File: config.mk
export PLATFORM = sky130hd
export DESIGN_NAME = uart_ctl
export DESIGN_NICKNAME = d
export VERILOG_FILES = /design/src/rtl/uart_ctl_pkg.sv /design/src/rtl/uart_baudgen.sv /design/src/rtl/uart_ctl.sv
export SDC_FILE = /design/constraint.sdc
export NUM_CORES = 1
export LEC_CHECK = 0
export ABC_CLOCK_PERIOD_IN_PS = 1700
export BUFFER_PORTS_ARGS = -buffer_cell sky130_fd_sc_hd__buf_2
export CELL_PAD_IN_SITES_DETAIL_PLACEMENT = 1
export CELL_PAD_IN_SITES_GLOBAL_PLACEMENT = 1
export CORE_UTILIZATION = 37
export CTS_BUF_LIST = sky130_fd_sc_hd__clkbuf_4
export CTS_CLUSTER_SIZE = 16
export DETAILED_ROUTE_END_ITERATION = 16
export PLACE_DENSITY = 0.79
export SETUP_SLACK_MARGIN = 0.15
export SLEW_MARGIN = 10
export SYNTH_ARGS = -nofsm -noshare
export SYNTH_HDL_FRONTEND = slang
export SYNTH_SLANG_ARGS = --single-unit
File: constraint.sdc
create_clock -name clk -period 1.7 [get_ports clk]
set_input_delay 0.255 -clock clk [delete_from_list [all_inputs] [get_ports clk]]
set_output_delay 0.255 -clock clk [all_outputs]
set_load 0.03 [all_outputs]
File: src/rtl/uart_ctl_pkg.sv
// Shared constants for the UART controller: register map, CSR bit positions
// and FSM state encodings.
package uart_ctl_pkg;

  localparam logic [1:0] A_RCSR = 2'd0;
  localparam logic [1:0] A_RBUF = 2'd1;
  localparam logic [1:0] A_XCSR = 2'd2;
  localparam logic [1:0] A_XBUF = 2'd3;

  localparam int B_DONE  = 7;
  localparam int B_READY = 7;
  localparam int B_IE    = 6;
  localparam int B_OR    = 14;
  localparam int B_ERR   = 15;

  typedef enum logic [1:0] {T_IDLE, T_REQ, T_REL, T_DRAIN} tx_state_t;
  typedef enum logic [1:0] {R_IDLE, R_REQ, R_REL} rx_state_t;

endpackage

File: src/rtl/uart_baudgen.sv
// Serial clock generator: rxclk at 16x baud from a clk divider, txclk at 1x
// baud derived from rising edges of rxclk.
module uart_baudgen #(
  parameter int RX_HALF = 163
) (
  input  logic clk,
  input  logic reset,
  output logic txclk,
  output logic rxclk
);

  localparam int DW = (RX_HALF > 1) ? $clog2(RX_HALF) : 1;

  logic [DW-1:0] div;
  logic [2:0]    rise_cnt;

  // rise_cnt advances on each 0->1 transition of rxclk; txclk flips every 8th
  always_ff @(posedge clk or posedge reset) begin
    if (reset) begin
      div      <= '0;
      rxclk    <= 1'b0;
      rise_cnt <= '0;
      txclk    <= 1'b0;
    end else if (div == DW'(RX_HALF - 1)) begin
      div   <= '0;
      rxclk <= ~rxclk;
      if (!rxclk) begin
        rise_cnt <= rise_cnt + 3'd1;
        if (rise_cnt == 3'd7) txclk <= ~txclk;
      end
    end else begin
      div <= div + DW'(1);
    end
  end

endmodule

File: src/rtl/uart_ctl.sv
// Register front-end for a UART: CSR/buffer registers plus the load/unload
// handshakes. Define UART_CTL_INT_EN to enable the IE bits and interrupts.
module uart_ctl
  import uart_ctl_pkg::*;
#(
  parameter int RX_HALF = 163
) (
  input  logic        clk,
  input  logic        reset,
  input  logic        sel,
  input  logic        wr,
  input  logic [1:0]  addr,
  input  logic [15:0] data_in,
  output logic [15:0] data_out,
  output logic        rx_int,
  output logic        tx_int,
  output logic        txclk,
  output logic        rxclk,
  output logic        ld_tx_req,
  input  logic        ld_tx_ack,
  output logic [7:0]  tx_data,
  output logic        tx_enable,
  input  logic        tx_empty,
  output logic        uld_rx_req,
  input  logic        uld_rx_ack,
  input  logic [7:0]  rx_data,
  output logic        rx_enable,
  input  logic        rx_empty
);

  tx_state_t tx_state, tx_next;
  rx_state_t rx_state, rx_next;

  logic [3:0] sync1, sync2;
  logic       ld_ack_s, uld_ack_s, tx_empty_s, rx_empty_s;
  logic       tx_ready, capture, rd_rbuf, wr_xbuf;
  logic [7:0] rbuf;
  logic       done, ovr, rie, tie;
  logic       unused;

  assign unused = ^{data_in[15:8], data_in[6:0]};

  uart_baudgen #(.RX_HALF(RX_HALF)) u_baudgen (
    .clk   (clk),
    .reset (reset),
    .txclk (txclk),
    .rxclk (rxclk)
  );

  // Bit order {rx_empty, tx_empty, uld_rx_ack, ld_tx_ack}; empties reset high
  always_ff @(posedge clk or posedge reset) begin
    if (reset) begin
      sync1 <= 4'b1100;
      sync2 <= 4'b1100;
    end else begin
      sync1 <= {rx_empty, tx_empty, uld_rx_ack, ld_tx_ack};
      sync2 <= sync1;
    end
  end
  assign {rx_empty_s, tx_empty_s, uld_ack_s, ld_ack_s} = sync2;

  assign rd_rbuf = sel && !wr && (addr == A_RBUF);
  assign wr_xbuf = sel && wr && (addr == A_XBUF);

  // TX FSM
  always_ff @(posedge clk or posedge reset) begin
    if (reset) tx_state <= T_IDLE;
    else       tx_state <= tx_next;
  end

  always_comb begin
    tx_next = tx_state;
    case (tx_state)
      T_IDLE:  if (wr_xbuf)     tx_next = T_REQ;
      T_REQ:   if (ld_ack_s)    tx_next = T_REL;
      T_REL:   if (!ld_ack_s)   tx_next = T_DRAIN;
      T_DRAIN: if (tx_empty_s)  tx_next = T_IDLE;
      default:                  tx_next = T_IDLE;
    endcase
  end

  always_comb begin
    ld_tx_req = (tx_state == T_REQ);
    tx_ready  = (tx_state == T_IDLE);
  end

  // RX FSM
  always_ff @(posedge clk or posedge reset) begin
    if (reset) rx_state <= R_IDLE;
    else       rx_state <= rx_next;
  end

  always_comb begin
    rx_next = rx_state;
    case (rx_state)
      R_IDLE:  if (!rx_empty_s) rx_next = R_REQ;
      R_REQ:   if (uld_ack_s)   rx_next = R_REL;
      R_REL:   if (!uld_ack_s)  rx_next = R_IDLE;
      default:                  rx_next = R_IDLE;
    endcase
  end

  always_comb begin
    uld_rx_req = (rx_state == R_REQ);
    capture    = (rx_state == R_REL) && !uld_ack_s;
  end

  // A read racing a capture consumes the old character, so no overrun
  always_ff @(posedge clk or posedge reset) begin
    if (reset) begin
      tx_data   <= '0;
      rbuf      <= '0;
      done      <= 1'b0;
      ovr       <= 1'b0;
      tx_enable <= 1'b0;
      rx_enable <= 1'b0;
    end else begin
      tx_enable <= 1'b1;
      rx_enable <= 1'b1;
      if (tx_ready && wr_xbuf) tx_data <= data_in[7:0];
      if (capture) begin
        rbuf <= rx_data;
        done <= 1'b1;
        ovr  <= done && !rd_rbuf;
      end else if (rd_rbuf) begin
        done <= 1'b0;
        ovr  <= 1'b0;
      end
    end
  end

`ifdef UART_CTL_INT_EN
  always_ff @(posedge clk or posedge reset) begin
    if (reset) begin
      rie    <= 1'b0;
      tie    <= 1'b0;
      rx_int <= 1'b0;
      tx_int <= 1'b0;
    end else begin
      if (sel && wr && addr == A_RCSR) rie <= data_in[B_IE];
      if (sel && wr && addr == A_XCSR) tie <= data_in[B_IE];
      rx_int <= done && rie;
      tx_int <= tx_ready && tie;
    end
  end
`else
  assign rie    = 1'b0;
  assign tie    = 1'b0;
  assign rx_int = 1'b0;
  assign tx_int = 1'b0;
`endif

  // XBUF is write-only and reads back as zero
  always_comb begin
    data_out = '0;
    if (sel && !wr) begin
      case (addr)
        A_RCSR: begin
          data_out[B_DONE] = done;
          data_out[B_IE]   = rie;
        end
        A_RBUF: begin
          data_out[7:0]   = rbuf;
          data_out[B_OR]  = ovr;
          data_out[B_ERR] = ovr;
        end
        A_XCSR: begin
          data_out[B_READY] = tx_ready;
          data_out[B_IE]    = tie;
        end
        default: data_out = '0;
      endcase
    end
  end

endmodule

==> run_results.csv, run 1 <==
group,metric,value,unit
status,status,"finished, violations left",
status,failed_checks,"negative setup slack",
routing,drc,0,
floorplan,dieArea,5629,um^2
clock_tree,cts_tree,"done",
worst_setup_path,r2r_cells,6,
worst_setup_path,critical_path_class,"reg2out",
global_routing,grt_use_total,15.27,%
yosys,avgSynthCellArea,13.15,um^2
worst_setup_path,cp_max_fo,3,
yosys,synthArstFlopShare,100.0,%
floorplan,start_util,38.63,%
hold_path,min_path_type,"in2reg",
power,power_density,1359,nW/um^2
sta,setup_slack,-0.05349,ns
yosys,yosysUniqueCellTypes,36,
sta,timing.fmax,0.5703,GHz
sta,final_hold_viol_count,0,
clock_tree,clkSinkCount,44,
sta,finClkSkew,0.01166,ns
routing,routed_wl,3902,um
global_routing,antenna_found_initial,0,
finish,drive_above_1_share,48.64,%
yosys,yosysTopAreaCell,"dfrtp_1",
routing,drt_iter0_drc,72,
worst_setup_path,startpoint_type,"flop",
clock_tree,htreeDepth,2,
global_routing,grt_overflow,0,
place,gp_congestion,0.7287,
clock_tree,clock_latency,0.36,ns
finish,regArea,1106,um^2
yosys,yosys_warnings,0,
yosys,synth.most_common_cell,"dfrtp_1",
finish,syn_to_final_growth,29.11,%
clock_tree,cts-root-buf,"clkbuf_4",
place,dp_hpwl,2754,um
sta,min_period,1.753,ns
finish,num-fill-cells,555,
finish,multiInputGateArea,842.1,um^2
global_routing,gr-usage-met3,3.614,%
hold_path,holdPathStages,2,
yosys,ys_seq_area_share,56.06,%
floorplan,num_io_pins,66,
routing,post_drt_wl_per_cell,13.46,um
floorplan,die_y,75.03,um
power,power,3.463,mW
place,io_buffers,49,
power,p_leak,1.307,nW
yosys,synth_area_leaders,"dfrtp_1 51%, mux2_2 6.8%, mux2_4 6.1%",
routing,vias_per_cell,4.514,
power,vdd_drop_max,0.0004229,V
yosys,synth_top_area_share,50.73,%
worst_setup_path,cp-end-kind,"primary output",
finish,nets,261,
sta,setup_viol,1,
global_routing,met2_usage,25.43,%
yosys,synth_edf_count,0,
yosys,syn-cell-area,1973,um^2
yosys,ys_ff_latch,44,
global_routing,grt_pass1_vias,1290,
global_routing,busiest_layer,"met2",
clock_tree,clock_path_buffers,2,
routing,drtAntennaViolNets,0,
routing,vias,1309,
sta,slew_violations,0,
global_routing,gr-usage-met1,19.41,%
floorplan,core_area,5107,um^2
run,drv_cap,0,
finish,antenna-diode-count,0,
floorplan,rows,26,
yosys,synth_common_cells,"40 x dfrtp_1, 12 x mux2_2, 10 x buf_4",
yosys,synth_flop_cell,"dfrtp_1",
clock_tree,clkTransAtPathRegs,0.13,ns
routing,drtPass1Iterations,3,
floorplan,die_w,75.03,um
worst_setup_path,required,1.44,ns
yosys,netlist_instances,150,
global_routing,grt_pass1_wl,6182,um
sta,timing.setup.tns,-0.05349,ns
worst_setup_path,critical_path_arrival,1.50,ns
place,dp.cells,269,
finish,stdcell_count,290,
clock_tree,cts_made_buffers,5,
sta,finalCritPeriodShare,103.1,%
sta,rsz0062_at_grt,"yes",
global_routing,grt_max_degree,19,
cells in the final DEF, fill, tap and decap left out, types with 2 or more instances in the layout:
cell and n:
nand2_1 3, xor2_1 2, mux2i_1 2, ha_4 2
mux2_4 10, nor2b_1 3, nand3_1 5, inv_2 3
mux2_2 10, xnor2_1 5, buf_2 47, ha_1 5
dlygate4sd3_1 5, inv_1 4, buf_4 13, nor2_1 6
and2_1 8, dfrtp_1 40, clkbuf_4 5, conb_1 9
buf_6 2, dfstp_2 4, a21oi_1 3
layer usage:
metal,wire length (um),vias up
met5,0,-
met4,60,0
met3,150,7
met2,1962,40
met1,1729,635
li1,-,627
critical path, cell delays in order, from the launching register on:
cell,delay (ns)
dfrtp_1,0.42
inv_2,0.09
ha_4,0.14
mux2i_1,0.07
o21ai_1,0.11
and3b_1,0.19
buf_6,0.13
cells by family after synthesis:
| logic type | synth area share [%] |
|---|---|
| compound gates | 3.995 |
| xor+xnor | 3.107 |
| fa+ha+maj | 5.073 |
| buf+inv | 5.961 |
| flops | 56.06 |
| mux | 13.95 |
| other cells | 0.3806 |
| simple gates | 11.48 |
report_power, final:
| part | switching, mW | internal, mW | leakage [nW] | total, mW |
|---|---|---|---|---|
| clock network | 0.342 | 0.307 | 0.0428 | 0.649 |
| logic | 0.680 | 0.684 | 0.726 | 1.36 |
| registers | 0.142 | 1.31 | 0.538 | 1.45 |
| total | 1.16 | 2.30 | 1.31 | 3.46 |
sequential cells by signal, summed over array words and instances, names as in the netlist, 2 cells and up:
name and flops:
rbuf 8, tx_data 8, u_baudgen.div 8, sync1 4, sync2 4, u_baudgen.rise_cnt 3, rx_state 2, tx_state 2
worst paths after layout:
path / slack [ns] / end / start
max: -0.05 / data_out[7] / tx_state[0]$_DFFE_PP0P_
min: 0.12 / tx_data[4]$_DFFE_PP0P_ / data_in[4]
max reg2reg: 0.02 / tx_state[1]$_DFFE_PP0P_ / tx_state[1]$_DFFE_PP0P_
min reg2reg: 0.36 / sync2[2]$_DFF_PP1_ / sync1[2]$_DFF_PP1_
max in group asynchronous: 0.76 / sync1[2]$_DFF_PP1_ / reset
min in group asynchronous: 0.39 / tx_data[5]$_DFFE_PP0P_ / reset
what timing repair did:
item,in CTS,in global routing
pin swaps,1,1
setup endpoints to repair,12,7
hold endpoints to repair,17,0
gates resized for setup,11,5
hold buffers,5,0
gates cloned,0,0
setup buffers,6,2
metrics by stage:
step	setup slack (ns)	hold slack [ns]	utilization (%)	instance area, um^2
after detailed placement	-0.06039	0.2468	45.08	2302
after CTS	-0.07689	0.09856	49.34	2520
after global placement	0.01025	0.2398	45.08	2302
after global routing	-0.1602	0.08927	49.88	2547
final	-0.05349	0.1163	49.88	2547
after floorplan	0.1178	0.2595	-	2023
area by class of cell:
cell class / count / area share [%]
flip-flops and latches: 44 / 43.42
multi-input cells: 94 / 33.06
repair buffers: 67 / 15.91
well taps: 70 / 3.438
clock inverters: 3 / 1.670
clock buffers: 5 / 1.473
inverters: 7 / 1.031
(Power assumes the default switching activity.)
==> run 2, diff against run 1 <==
- BUFFER_PORTS_ARGS: -buffer_cell sky130_fd_sc_hd__buf_2 -> default
- CORE_UTILIZATION: 37 -> 46
- DONT_BUFFER_PORTS: default -> 1
- PLACE_DENSITY: 0.79 -> 0.78
==> run_results.csv, run 2 (same netlist as run 1, synthesis figures left out) <==
group,metric,value,unit
worst_setup_path,cp-end-kind,"flop",
global_routing,grt_use_total,18.38,%
power,combPwrFrac,33.8,%
finish,syn_to_final_growth,18.58,%
worst_setup_path,reg2reg_slack,-0.11,ns
clock_tree,cts-root-buf,"clkbuf_4",
global_routing,grt_pass1_vias,1211,
clock_tree,clock_path_buffers,2,
floorplan,start_util,48.63,%
worst_setup_path,reg2reg_from,"tx_state[0]$_DFFE_PP0P_",
status,failed_checks,"negative setup slack",
clock_tree,cts_made_buffers,5,
finish,final_common_cell,"dfrtp_1",
worst_setup_path,crit_start,"tx_state[0]$_DFFE_PP0P_",
run,drv_cap,0,
floorplan,die_w,67.50,um
place,gp_congestion,0.7562,
sta,final_hold_viol_count,0,
sta,max_slew_margin,46.66,%
routing,routed_wl,3725,um
worst_setup_path,critical_path_arrival,2.06,ns
routing,drtAntennaViolNets,0,
sta,setup_slack,-0.1051,ns
routing,vias_per_cell,5.084,
global_routing,grt_overflow,0,
floorplan,rows,23,
sta,max_slew.worst_pin.slew,0.7951,ns
worst_setup_path,required,1.96,ns
power,p_sw_share,34.06,%
place,io_buffers,0,
global_routing,antenna_found_initial,0,
sta,timing.setup.tns,-0.2058,ns
worst_setup_path,crit_family,"multiplexers",
sta,setup_viol,3,
power,p_leak,1.110,nW
routing,drtPass1Iterations,3,
floorplan,num_io_pins,66,
worst_setup_path,cpPeakStageDelay,0.44,ns
worst_setup_path,r2r_cells,6,
power,vdd_drop_max,0.0006191,V
power,power_density,1479,nW/um^2
floorplan,core_area,4058,um^2
worst_setup_path,r2r_end,"tx_state[1]$_DFFE_PP0P_",
hold_path,min_path_type,"in2reg",
floorplan,die_y,67.50,um
worst_setup_path,startpoint_type,"flop",
routing,post_drt_wl_per_cell,16.48,um
status,status,"finished, violations left",
power,switchingPower,1.178,mW
finish,final_cell_mix,"38 x dfrtp_1, 12 x buf_4, 10 x mux2_2, 10 x mux2_4, 9 x conb_1",
sta,slew_violations,0,
clock_tree,clock_latency,0.35,ns
finish,biggestRegsByFlops,"rbuf: 8 flops, tx_data: 8 flops, u_baudgen.div: 8 flops",
sta,hold_ws,0.03857,ns
place,dp.cells,201,
worst_setup_path,crit_path_cell_trace,"buf_4, buf_6, ha_4, mux2_4, a221oi_4, mux2_4",
worst_setup_path,crit_path_end,"tx_state[1]$_DFFE_PP0P_",
clock_tree,cts_tree,"done",
worst_setup_path,crit_top_cell,"mux2_4",
finish,nets,217,
clock_tree,clkSinkCount,44,
sta,rsz0062_at_grt,"yes",
worst_setup_path,cp.depth,6,
worst_setup_path,cp_num_buf_inv,2,
finish,stdcell_count,226,
routing,drt_iter0_drc,19,
routing,vias,1149,
finish,antenna-diode-count,0,
global_routing,grt_pass1_wl,5802,um
sta,min_period,1.805,ns
power,seqPwrFrac,47.9,%
place,dp_hpwl,2646,um
power,p_int,2.281,mW
finish,drive_above_1_share,35.80,%
power,pwr-share-clk,18.3,%
worst_setup_path,critical_path_class,"reg2reg",
routing,drc,0,
sta,timing.fmax,0.5540,GHz
worst_setup_path,critical-path-slowest-cell,"dfrtp_2",
clock_tree,clkTransAtPathRegs,0.13,ns
floorplan,dieArea,4556,um^2
sta,finClkSkew,0.009982,ns
sta,finalCritPeriodShare,106.2,%
clock_tree,htreeDepth,2,
global_routing,grt_max_degree,24,
worst_setup_path,cp_max_fo,3,
run 2: cell count changes in the layout (fill, tap and decap cells not counted), sizes merged:
cell         previous run  this run
inv                     7         6
dlygate4sd3             5         8
buf                    62        15
clkinvlp                0         1
run 2: stage by stage:
stage	area [um^2]	setup slack, ns	utilization, %	power, mW
floorplan	2023	0.1178	-	2.309
global placement	2052	0.07853	50.57	2.401
detailed placement	2052	-0.04549	50.57	2.511
CTS	2268	-0.06902	55.91	3.397
global route	2340	-0.1757	57.66	3.651
finish	2340	-0.1051	57.66	3.460
run 2: worst min path at each step:
stage,startpoint,endpoint,slack [ns],cells past startpoint
6_report,data_in[0],tx_data[0]$_DFFE_PP0P_,0.04,1
5_1_grt,data_in[0],tx_data[0]$_DFFE_PP0P_,0.004,1
4_1_cts,data_in[6],tx_data[6]$_DFFE_PP0P_,0.02,1
3_5_place_dp,reset,u_baudgen.div[0]$_DFF_PP0_,0.24,1
3_3_place_gp,reset,u_baudgen.div[0]$_DFF_PP0_,0.21,1
2_1_floorplan,tx_empty,sync1[2]$_DFF_PP1_,0.26,0
run 2: what timing repair did:
item,4_1_cts,5_1_grt
pin swaps,3,3
setup endpoints to repair,12,9
hold endpoints to repair,23,3
gates resized for setup,11,4
hold buffers,5,3
setup buffers,6,3
run 2: power by group through the flow:
stage / logic, mW / clock network [mW] / registers [mW]
6_report: 1.17 / 0.632 / 1.66
5_1_grt: 1.26 / 0.700 / 1.69
4_1_cts: 1.09 / 0.653 / 1.66
3_5_place_dp: 0.812 / 0 / 1.70
3_3_place_gp: 0.735 / 0 / 1.67
2_1_floorplan: 0.680 / 0 / 1.63
run 2: cell type report:
cell class | count | area, um^2
Timing Repair Buffer | 23 | 212.7
Clock buffer | 5 | 37.54
Clock inverter | 3 | 42.54
Inverter | 7 | 26.28
Sequential cell | 44 | 1109
Fill cell | 400 | 1718
Tap cell | 50 | 62.56
Multi-Input combinational cell | 94 | 849.6
run 2: per-layer routing:
| layer | wire (um) | vias to the layer above | global-route usage, % | share of wire, % |
|---|---|---|---|---|
| li1 | - | 535 | - | - |
| met1 | 1414 | 577 | 19.60 | 38 |
| met2 | 2110 | 27 | 32.30 | 57 |
| met3 | 100 | 10 | 5.743 | 2.7 |
| met4 | 99 | 0 | 9.309 | 2.7 |
| met5 | 0 | - | 0 | 0 |
==> run 3, diff against run 2 <==
- SETUP_SLACK_MARGIN: 0.15 -> 0.4
==> run_results.csv, run 3 (same netlist as run 1, synthesis figures left out) <==
group,metric,value,unit
routing,drc,0,
finish,final_common_cell,"dfrtp_1",
finish,drive_above_1_share,51.69,%
floorplan,start_util,48.63,%
global_routing,grt_pass1_wl,6858,um
worst_setup_path,startpoint_type,"flop",
sta,min_period,1.765,ns
routing,routed_wl,4340,um
floorplan,rows,23,
hold_path,min_path_type,"in2reg",
floorplan,core_area,4058,um^2
finish,regArea,1111,um^2
place,pre_cts_slack,-0.04660,ns
worst_setup_path,r2r_end,"tx_state[1]$_DFFE_PP0P_",
worst_setup_path,reg2reg_from,"tx_state[0]$_DFFE_PP0P_",
hold_path,whs_endpoint,"tx_data[5]$_DFFE_PP0P_",
finish,multiInputGateArea,999.7,um^2
global_routing,grt_overflow,0,
worst_setup_path,reg2reg_slack,-0.06,ns
floorplan,dieArea,4556,um^2
global_routing,grt_max_degree,45,
status,status,"finished, violations left",
routing,drt_iter0_drc,51,
sta,max_slew_margin,64.09,%
global_routing,grt_use_total,21.64,%
hold_path,hold_start,"data_in[5]",
sta,setup_slack,-0.06546,ns
finish,final_cell_mix,"36 x dfrtp_1, 20 x mux2_4, 14 x buf_4",
power,vdd_drop_max,0.0007529,V
worst_setup_path,crit_path_cell_trace,"inv_2, ha_4, mux2i_1, o21ai_1, and3b_2",
worst_setup_path,cp_num_buf_inv,1,
place,gp_congestion,0.7165,
place,dp_hpwl,2717,um
worst_setup_path,critical_path_class,"reg2out",
clock_tree,htreeDepth,2,
worst_setup_path,r2r_cells,7,
sta,max_slew.worst_pin.slew,0.5387,ns
clock_tree,clock_path_buffers,2,
clock_tree,clock_latency,0.36,ns
worst_setup_path,crit_family,"flip-flops",
power,p_leak,1.215,nW
power,power,3.642,mW
finish,nets,219,
sta,finClkSkew,0.01871,ns
finish,antenna-diode-count,0,
global_routing,grt_pass1_vias,1315,
clock_tree,cts_tree,"done",
clock_tree,clkSinkCount,44,
worst_setup_path,cpPeakStageDelay,0.44,ns
worst_setup_path,cp-end-kind,"primary output",
run,drv_cap,0,
clock_tree,clkTransAtPathRegs,0.13,ns
floorplan,die_y,67.50,um
sta,slew_violations,0,
routing,post_drt_wl_per_cell,19.04,um
finish,num-fill-cells,394,
worst_setup_path,critical-path-slowest-cell,"dfrtp_2",
finish,biggestRegsByFlops,"rbuf: 8 flops, tx_data: 8 flops, u_baudgen.div: 8 flops",
clock_tree,cts-root-buf,"clkbuf_4",
status,failed_checks,"negative setup slack",
floorplan,die_w,67.50,um
sta,finalCritPeriodShare,103.9,%
routing,drtAntennaViolNets,0,
routing,vias_per_cell,5.149,
hold_path,holdPathStages,1,
routing,vias,1174,
power,power_density,1455,nW/um^2
place,io_buffers,0,
floorplan,num_io_pins,66,
worst_setup_path,required,1.44,ns
worst_setup_path,cp_max_fo,2,
sta,rsz0062_at_grt,"yes",
sta,hold_ws,0.02982,ns
sta,final_hold_viol_count,0,
sta,setup_viol,2,
routing,drtPass1Iterations,3,
clock_tree,cts_made_buffers,5,
worst_setup_path,critical_path_arrival,1.51,ns
global_routing,antenna_found_initial,0,
finish,syn_to_final_growth,26.82,%
sta,timing.fmax,0.5664,GHz
-- run 3: cell count changes in the layout (fill, tap and decap cells not counted), moves of 6 or more --
cell / delta
mux2_2: -10
mux2_4: +10
and2_1: -8
and2_2: +6
-- run 3: worst reg2reg max path: stages (launching register included) --
cell and delay (ns):
dfrtp_2 0.40, inv_2 0.06, buf_4 0.13, buf_6 0.11, ha_4 0.15, mux2_4 0.28, a221oi_4 0.22, mux2_4 0.32
-- run 3: how the worst max path moves through the flow --
| stage | start | end | cells after the start |
|---|---|---|---|
| after global placement | tx_state[0]$_DFFE_PP0P_ | tx_data[2]$_DFFE_PP0P_ | 5 |
| after floorplan | tx_state[0]$_DFFE_PP0P_ | tx_state[1]$_DFFE_PP0P_ | 5 |
| after detailed placement | tx_state[0]$_DFFE_PP0P_ | tx_data[4]$_DFFE_PP0P_ | 5 |
| after CTS | tx_state[0]$_DFFE_PP0P_ | data_out[7] | 5 |
| final | tx_state[0]$_DFFE_PP0P_ | data_out[7] | 5 |
| after global routing | tx_state[0]$_DFFE_PP0P_ | data_out[7] | 5 |
-- run 3: report_power, final --
| group | total (mW) | switching (mW) | internal, mW |
|---|---|---|---|
| clock network | 0.661 | 0.336 | 0.325 |
| registers | 1.67 | 0.362 | 1.31 |
| logic | 1.31 | 0.534 | 0.776 |
-- run 3: layer usage --
layer	part of all wire, %	vias to the layer above	track usage [%]
li1	-	542	-
met2	56	25	37.62
met4	2.4	0	8.777
met3	2.8	7	5.912
met5	0	-	0
met1	39	600	24.89
-- run 3: cell type report --
| class | count | share of cell area (%) |
|---|---|---|
| clock inverters | 2 | 1.400 |
| clock buffers | 6 | 1.800 |
| inverters | 7 | 1.050 |
| multi-input cells | 94 | 39.95 |
| flip-flops and latches | 44 | 44.40 |
| repair buffers | 25 | 8.900 |
| well taps | 50 | 2.500 |
-- run 3: per-stage QoR --
step | std cells | TNS, ns | util [%] | cell area, um^2
after floorplan | 157 | 0 | - | 2039
after global placement | 200 | 0 | 50.48 | 2048
after detailed placement | 200 | -0.3145 | 50.48 | 2048
after CTS | 225 | -0.07558 | 58.90 | 2390
after global routing | 228 | -0.3230 | 61.67 | 2502
final | 228 | -0.1224 | 61.67 | 2502
-- run 3: what timing repair did --
action	CTS	global route
gates resized for setup	31	27
pin swaps	8	7
hold endpoints to repair	44	0
hold buffers	5	0
setup endpoints to repair	42	38
buffers inserted	11	3
gates cloned	1	0
